## config.mk

```make
export PLATFORM = sky130hd
export DESIGN_NAME = fetch_unit
export DESIGN_NICKNAME = d
export VERILOG_FILES = /design/src/rtl/cpu_types_pkg.sv /design/src/rtl/fetch_unit.sv
export SDC_FILE = /design/constraint.sdc
export NUM_CORES = 1
export LEC_CHECK = 0
export CAP_MARGIN = 30
export CORE_AREA = 2 2 97 99
export CTS_CLUSTER_SIZE = 40
export DETAILED_ROUTE_END_ITERATION = 10
export DIE_AREA = 0 0 99 101
export GPL_TIMING_DRIVEN = 0
export PLACE_DENSITY_LB_ADDON = 0.2
export SLEW_MARGIN = 15
export SYNTH_ARGS = -nofsm -noshare
export SYNTH_HDL_FRONTEND = slang
export SYNTH_SLANG_ARGS = --single-unit
```

## constraint.sdc

```tcl
create_clock -name CLK -period 3.96 [get_ports CLK]
set_input_delay 0.792 -clock CLK [delete_from_list [all_inputs] [get_ports CLK]]
set_output_delay 0.792 -clock CLK [all_outputs]
set_load 0.02 [all_outputs]
```

## src/rtl/cpu_types_pkg.sv

```systemverilog
// Shared CPU types: machine word and the fetch-stage state encoding.
package cpu_types_pkg;

    typedef logic [31:0] word_t;

    typedef enum logic [1:0] {
        FETCH  = 2'd0,
        PEND   = 2'd1,
        HALTED = 2'd2
    } fetch_state_t;

endpackage

```

## src/rtl/fetch_unit.sv

```systemverilog
// Instruction fetch stage: PC sequencing, redirect handling around an
// outstanding memory access, and IF/ID enable/flush generation.
module fetch_unit
    import cpu_types_pkg::*;
#(
    parameter word_t PC_INIT = 32'h0000_0000
) (
    input  logic  CLK,
    input  logic  RST,
    input  logic  ihit,
    input  word_t imemload,
    output logic  imemREN,
    output word_t imemaddr,
    input  logic  stall,
    input  logic  redirect,
    input  word_t redirect_pc,
    input  logic  halt,
    output word_t ifid_instruction,
    output word_t ifid_PCplus4,
    output logic  ifid_enable,
    output logic  ifid_flush
);

    fetch_state_t state_q, state_d;
    word_t        pc_q, pc_d;
    word_t        pend_pc_q, pend_pc_d;
    word_t        target;
    logic         enable_c;
    logic         flush_c;

    assign target = redirect_pc & 32'hFFFF_FFFC;

    always_ff @(posedge CLK or posedge RST) begin
        if (RST) begin
            state_q   <= FETCH;
            pc_q      <= PC_INIT;
            pend_pc_q <= '0;
        end else begin
            state_q   <= state_d;
            pc_q      <= pc_d;
            pend_pc_q <= pend_pc_d;
        end
    end

    always_comb begin
        state_d   = state_q;
        pc_d      = pc_q;
        pend_pc_d = pend_pc_q;
        enable_c  = 1'b0;
        flush_c   = 1'b0;
        unique case (state_q)
            FETCH: begin
                if (halt) begin
                    state_d = HALTED;
                    flush_c = 1'b1;
                end else if (redirect) begin
                    flush_c = 1'b1;
                    if (ihit) begin
                        enable_c = 1'b1;
                        pc_d     = target;
                    end else begin
                        // PC stays put so the in-flight access keeps a stable address
                        pend_pc_d = target;
                        state_d   = PEND;
                    end
                end else if (ihit && !stall) begin
                    enable_c = 1'b1;
                    pc_d     = pc_q + 32'd4;
                end
            end
            PEND: begin
                flush_c = 1'b1;
                if (halt) begin
                    state_d = HALTED;
                end else begin
                    if (redirect) begin
                        pend_pc_d = target;
                    end
                    if (ihit) begin
                        pc_d    = redirect ? target : pend_pc_q;
                        state_d = FETCH;
                    end
                end
            end
            HALTED: begin
                flush_c = 1'b1;
            end
            default: begin
                state_d = FETCH;
                flush_c = 1'b1;
            end
        endcase
    end

    assign imemaddr         = pc_q;
    assign imemREN          = (state_q != HALTED);
    assign ifid_instruction = imemload;
    assign ifid_PCplus4     = pc_q + 32'd4;
    assign ifid_enable      = enable_c & ~RST;
    assign ifid_flush       = flush_c | RST;

endmodule
```

After elaboration in Yosys (flattened, before gate mapping)
Index checks and enable logic that the tools add are counted.
{"block": "word_totals", "regBits": 66, "in_bits": 70, "out_inout_bits": 99, "elab_cells": 55}
{"block": "op_classes", "addsub": 1, "n_eq_ne": 13, "mux": 27, "n_bitwise": 4, "n_reduce_logical": 7}
{"operator": "two-way mux 32 bit", "count": 11}
{"operator": "one-hot mux 32 bit (2 select lines)", "count": 2}
{"operator": "adder 32 x 3 -> 32 bit (second input constant)", "count": 1}
{"operator": "inequality test 3 bit (second input constant)", "count": 5}
{"operator": "inequality test 2 bit (second input constant)", "count": 6}
{"operator": "two-way mux 2 bit", "count": 5}
{"operator": "two-way mux 1 bit", "count": 8}
{"operator": "one-hot mux 2 bit (3 select lines)", "count": 1}
{"operator": "AND reduction 6 bit", "count": 1}
{"operator": "AND reduction 5 bit", "count": 1}
{"operator": "AND reduction 4 bit", "count": 1}
{"operator": "equality test 2 x 1 -> 1 bit (second input constant)", "count": 1}
{"operator": "equality test 2 bit (second input constant)", "count": 1}
{"operator": "zero test 2 bit", "count": 1}
{"operator": "NOT 1 bit", "count": 2}
{"operator": "nonzero test 2 bit", "count": 1}
{"operator": "bitwise AND 1 bit", "count": 1}
{"operator": "logical AND 1 bit", "count": 1}
{"operator": "zero test 1 bit", "count": 1}
{"operator": "bitwise OR 1 bit", "count": 1}

Logic depth before layout (Yosys ltp)
Gate-level depths: netlist of the first run.
{"block": "depth", "word_depth": 7, "mapped_depth": 7, "mapped_depth_nobuf": 6}

Worst setup path after synthesis of the first run
No wires, ideal clock.
{"block": "synth_timing", "path_kind": "input to output", "startpoint": "in RST", "endpoint": "out ifid_flush", "arrival_ps": 2718, "setup_slack_ps": 450, "path_stages": 2, "cell_sequence": "inv_1 nand3_1"}
{"block": "synth_between", "elab_chain_len": 1}
{"element": "start, declared", "line": "fetch_unit.sv:9", "source": "input logic RST,"}
{"element": "bitwise OR 1 bit", "line": "fetch_unit.sv:100", "source": "assign ifid_flush = flush_c | RST;"}
{"element": "end, declared", "line": "fetch_unit.sv:21", "source": "output logic ifid_flush"}
No other way between the ends.

Worst setup path in the final report of the first run
{"block": "layout_timing", "startpoint": "reg pc_q[2] (netlist: imemaddr[2])", "endpoint": "out ifid_PCplus4[26]"}
{"block": "layout_between", "elab_chain_len": 1}
{"element": "start, declared", "line": "fetch_unit.sv:25", "source": "word_t pc_q, pc_d;"}
{"element": "start signal, assigned", "line": "fetch_unit.sv:40", "source": "pc_q <= pc_d;"}
{"element": "adder 32 x 3 -> 32 bit", "line": "fetch_unit.sv:98", "source": "assign ifid_PCplus4 = pc_q + 32'd4;"}
{"element": "end, declared", "line": "fetch_unit.sv:19", "source": "output word_t ifid_PCplus4,"}
No other way between the ends.

==> impl_metrics.ini, run 1 <==
[timing]
setup_slack_ns = 0.126
min_period_ns = 3.83
slew_headroom_pct = 48.2
hold_violations = 0
fin_crit_sh_pct = 96.8
rsz0062_at_grt = true
setup_violations = 0
fin_worst_hold_slack_ns = 0.503
final.setup_skew_ns = 0.00544
tightest_slew_ns = 0.765
maxSlewViolCount = 0
tns_ns = 0
clock.fmax_mhz = 261

[cells_and_area]
seq_area_um2 = 1650
instances_no_fill = 702
layout_commonest_cell = clkdlybuf4s50_1
final_cell_mix = clkdlybuf4s50_1, dfrtp_1, o21ai_0, nor2_1, buf_4
drive_gt1_share_pct = 15.7
fin_area_um2 = 5820
area_delta_synth_final_pct = 42.1
layout.nets = 658
fin_util_pct = 64.8
fillerInstances = 739
diodes = 0
multi_input_area_um2 = 2070

[cts]
tritoncts = yes
root_buffer = clkbuf_8
cts_sinks = 66
cts.reportedPaths.clkPinSlew_ns = 0.07
clockBufferDepth = 2
numCtsBuffers = 9
cts_hold_buf = 0
clk_latency_ns = 0.34
htreeDepth = 3

[min_path]
hold_path.startpoint = pend_pc_q[0]
min_path_type = flip-flop to flip-flop

[global_routing]
grt_max_degree = 39
grt_first_pass_wirelength_um = 20000
antenna_found_initial = 0
grt.total_usage_pct = 25.6
grt_pass1_vias = 3993
grt_overflow_total = 0

[synthesis]
synth_flop_cell = dfrtp_1
yosys.area.top_type = dfrtp_1
synthXorXnorAreaFrac_pct = 5.99
synth-compound-area-share_pct = 17.4
ys_seq_area_share_pct = 40.3
synthesis.area_um2 = 4090
synth_top_family_by_area = simple AND/OR/NAND/NOR gates
synth_edf_count = 0
ys_types = 54
synth_top_area_share_pct = 40.3
ys_ff_latch = 66
synth_warnings = 0
postSynthCellCount = 442
synthSimpleGateAreaFrac_pct = 17.9
synth_area_leaders = dfrtp_1, mux2_2, buf_4
synth.area.mux_share_pct = 8.25
async_flop_share_pct = 100
synthAdderAreaFrac_pct = 0.306
synth_nets = 513
syn_avg_cell_area_um2 = 9.26

[placed_design]
port_buffers = 133
gp_congestion = 0.917
postPlaceCellArea_um2 = 5590
hpwl_um = 9360
dp_cells = 687
dp_slack_ns = 0.301

[detailed_routing]
firstDrtPassIters = 5
drc = 0
ant_nets = 0
drtIter0Drc = 256
vias = 4118
viasPerCell = 5.87
wirelength_um = 12900
wl_per_cell_um = 18.4

[setup_path]
worstPathArrival_ns = 3.04
setup.worst_path.end_class = output port
cp_slowest_cell = clkdlybuf4s50_1
max_stage_delay_ns = 0.64
crit_type = flip-flop to output port
cp_cell_sequence = ha_1 > nand3_2 > or2_0 > clkbuf_1 > nor3_1 > xnor2_1 > clkdlybuf4s50_1
start_kind = flip-flop
crit_path_start = imemaddr[2]
cp_num_buf_inv = 2
worstPathRequired_ns = 3.17
r2r-start = imemaddr[2]
cp_max_fo = 8
crit_family = simple AND/OR/NAND/NOR gates

[die]
start_util_pct = 45.6
io-pin-count = 169
core_area_um2 = 8980
die-area_um2 = 10000
die-width_um = 99
die_h_um = 101
rows = 35

[power_and_ir_drop]
total_leakage_power_nw = 2.57
p_total_mw = 1.88
powerDensity_nw_per_um2 = 324
peakVddDrop_uv = 200

[flow_run]
drv_cap = 0

[status]
status = finished, final reports clean
-- synth_stat cells, types with 7 or more instances --
library cell and count:
dfrtp_1 66, o21ai_0 35, buf_4 34, nor2_1 34, nand2_1 32, mux2_2 30, clkbuf_1 24, and3_1 21
a21oi_1 18, xor2_1 16, nand3_1 12, xnor2_1 12, a221oi_1 9, inv_1 9, o2bb2ai_1 7
-- worst paths after layout --
path	to	slack, ns	cells after the start
worst max-delay path	ifid_PCplus4[26]	0.13	7
worst min-delay path	pend_pc_q[0]	0.50	1
worst max register to register	imemaddr[24]	1.60	6
worst min register to register	pend_pc_q[0]	0.50	1
max in group asynchronous	imemaddr[18]	2.61	3
min in group asynchronous	imemaddr[1]	0.82	2
-- kinds of logic (layout without fill, tap and decap cells) --
family                     after synthesis  after routing
adders and majority gates                1              1
and+or+nand+nor                        138            138
DFF                                     66             66
buffers and inverters                   72            221
AOI/OAI and AO/OA                      107            107
muxes                                   30             30
xor gates and xnor gates                28             28
-- where the power goes --
group,leakage (nW),switching [mW],internal [mW],total [mW]
clock network,0.106,0.256,0.338,0.594
logic,1.60,0.240,0.253,0.493
registers,0.869,0.0684,0.729,0.797
-- layout make-up --
class	count	area share, %
Multi-Input combinational cell	304	35.5
Sequential cell	66	28.4
Buffer	63	6.34
Clock inverter	2	0.602
Tap cell	111	2.39
Timing Repair Buffer	134	23.2
Inverter	9	0.624
Clock buffer	13	2.90
-- registers in the layout, indices dropped and copies added, names as in the netlist --
signal and flops:
pend_pc_q 32, imemaddr 32, state_q 2
-- routing by layer --
metal	up-vias	routed length (µm)	part of all wire (%)	GRT usage (%)
met4	0	272	2.1	10.9
met1	2012	5290	41	32.8
met3	23	1060	8.2	4.51
met5	-	0	0	0
met2	226	6270	49	42.7
li1	1857	-	-	-
-- repair_timing --
item	4_1_cts	5_1_grt
endpoints found under the setup margin	1	6
gates resized for setup	1	3
buffers inserted	0	0
(Power assumes the default switching activity.)
==> run 2: changes to the inputs <==
==> constraint.sdc (replaced) <==
create_clock -name CLK -period 3.96 [get_ports CLK]
set_input_delay 0.792 -clock CLK [delete_from_list [all_inputs] [get_ports CLK]]
set_output_delay 0.792 -clock CLK [all_outputs]
set_load 0.05 [all_outputs]
==> impl_metrics.ini, run 2 (synthesis gave the netlist of run 1 again) <==
[detailed_routing]
drtIter0Drc = 313
wl_met3_um = 1160
wirelength_um = 13100
ant_nets = 0
firstDrtPassIters = 5
viasPerCell = 5.82
wl_met2_um = 6320
routed.top_layer = met4
vias = 4091
wl_met1_um = 5240
drc = 0
wl_per_cell_um = 18.6

[cells_and_area]
final_cell_mix = clkdlybuf4s50_1, dfrtp_1, o21ai_0, buf_4, nor2_1
diodes = 0
area_delta_synth_final_pct = 42.4
layout_commonest_cell = clkdlybuf4s50_1
drive_gt1_share_pct = 16.4
instances_no_fill = 703
layout.nets = 658

[timing]
min_period_ns = 3.85
setup_violations = 0
tightest_slew_ns = 0.753
slew_headroom_pct = 49.0
tns_ns = 0
final.setup_skew_ns = 0.00686
setup_slack_ns = 0.106
hold_violations = 0
rsz0062_at_grt = false
fin_crit_sh_pct = 97.3
clock.fmax_mhz = 259
maxSlewViolCount = 0

[global_routing]
grt.total_usage_pct = 25.6
antenna_found_initial = 0
grt_overflow_total = 0
grt_first_pass_wirelength_um = 20100
grt_pass1_vias = 4058
grt_max_degree = 44

[status]
status = finished, final reports clean

[setup_path]
crit_type = flip-flop to output port
setup.worst_path.end_class = output port
r2r_cells = 7
worstPathRequired_ns = 3.17
r2r-start = imemaddr[2]
r2r-end = imemaddr[28]
cp_max_fo = 8
start_kind = flip-flop
rrSetupSlack_ns = 1.40
crit_path_start = imemaddr[2]
worstPathArrival_ns = 3.06

[die]
die-width_um = 99
start_util_pct = 45.6
die-area_um2 = 10000
io-pin-count = 169
core_area_um2 = 8980
rows = 35
die_h_um = 101

[placed_design]
dp_slack_ns = 0.0909
hpwl_um = 9520
gp_congestion = 0.922
dp_cells = 687
port_buffers = 133

[cts]
clk_latency_ns = 0.35
tritoncts = yes
htreeDepth = 3
cts_sinks = 66
cts.reportedPaths.clkPinSlew_ns = 0.07
numCtsBuffers = 9
clockBufferDepth = 2
cts_hold_buf = 0
root_buffer = clkbuf_8

[min_path]
min_path_type = flip-flop to flip-flop
min_delay_path_depth = 1
hold_path.startpoint = pend_pc_q[1]
min_to = pend_pc_q[1]

[power_and_ir_drop]
total_leakage_power_nw = 2.63
peakVddDrop_uv = 226
powerDensity_nw_per_um2 = 351

[flow_run]
drv_cap = 0
[run 2: area by class of cell]
| class | instances | area (µm²) |
|---|---|---|
| fillers | 745 | 3150 |
| multi-input cells | 304 | 2080 |
| flip-flops and latches | 66 | 1650 |
| repair buffers | 134 | 1360 |
| plain buffers | 63 | 369 |
| clock buffers | 14 | 163 |
| well taps | 111 | 139 |
| inverters | 9 | 36.3 |
| clock inverters | 2 | 35.0 |
[run 2: routing by layer]
| metal | vias to the layer above | track usage, % |
|---|---|---|
| met1 | 1967 | 33.7 |
| met5 | - | 0 |
| met2 | 233 | 41.6 |
| met3 | 36 | 4.23 |
| li1 | 1855 | - |
| met4 | 0 | 11.5 |
[run 2: worst max-delay path by stage]
stage / endpoint / slack, ns / cells after the start
final: ifid_PCplus4[20] / 0.11 / 6
after global routing: ifid_PCplus4[25] / 0.02 / 6
after CTS: ifid_PCplus4[30] / -0.02 / 7
after detailed placement: ifid_PCplus4[28] / 0.09 / 7
after global placement: ifid_flush / -1.05 / 4
after floorplan: ifid_flush / 0.06 / 2
[run 2: report_power, final]
part	leakage, nW	internal (mW)	switching, mW
combinational	1.66	0.249	0.424
clock	0.101	0.325	0.253
sequential	0.869	0.729	0.0682
[run 2: per-stage QoR]
step / hold slack (ns) / util, % / power [mW] / instance area [µm²]
3_5_place_dp: 0.473 / 62.3 / 1.48 / 5600
5_1_grt: 0.518 / 64.9 / 2.12 / 5830
6_report: 0.492 / 64.9 / 2.05 / 5830
3_3_place_gp: 0.469 / 62.0 / 1.46 / 5570
4_1_cts: 0.494 / 64.6 / 2.05 / 5800
2_1_floorplan: 0.454 / - / 1.23 / 4100
[run 2: worst max-delay path: stages, from the launching register on]
cell             delay, ns
dfrtp_1               0.51
ha_1                  0.23
nand3_1               0.34
nor3_4                0.49
nand2_1               0.17
xnor2_1               0.16
clkdlybuf4s50_1       0.81
[run 2: repair_timing]
item | CTS | global route
setup endpoints to repair | 6 | 10
buffers inserted | 0 | 0
gates resized for setup | 5 | 16
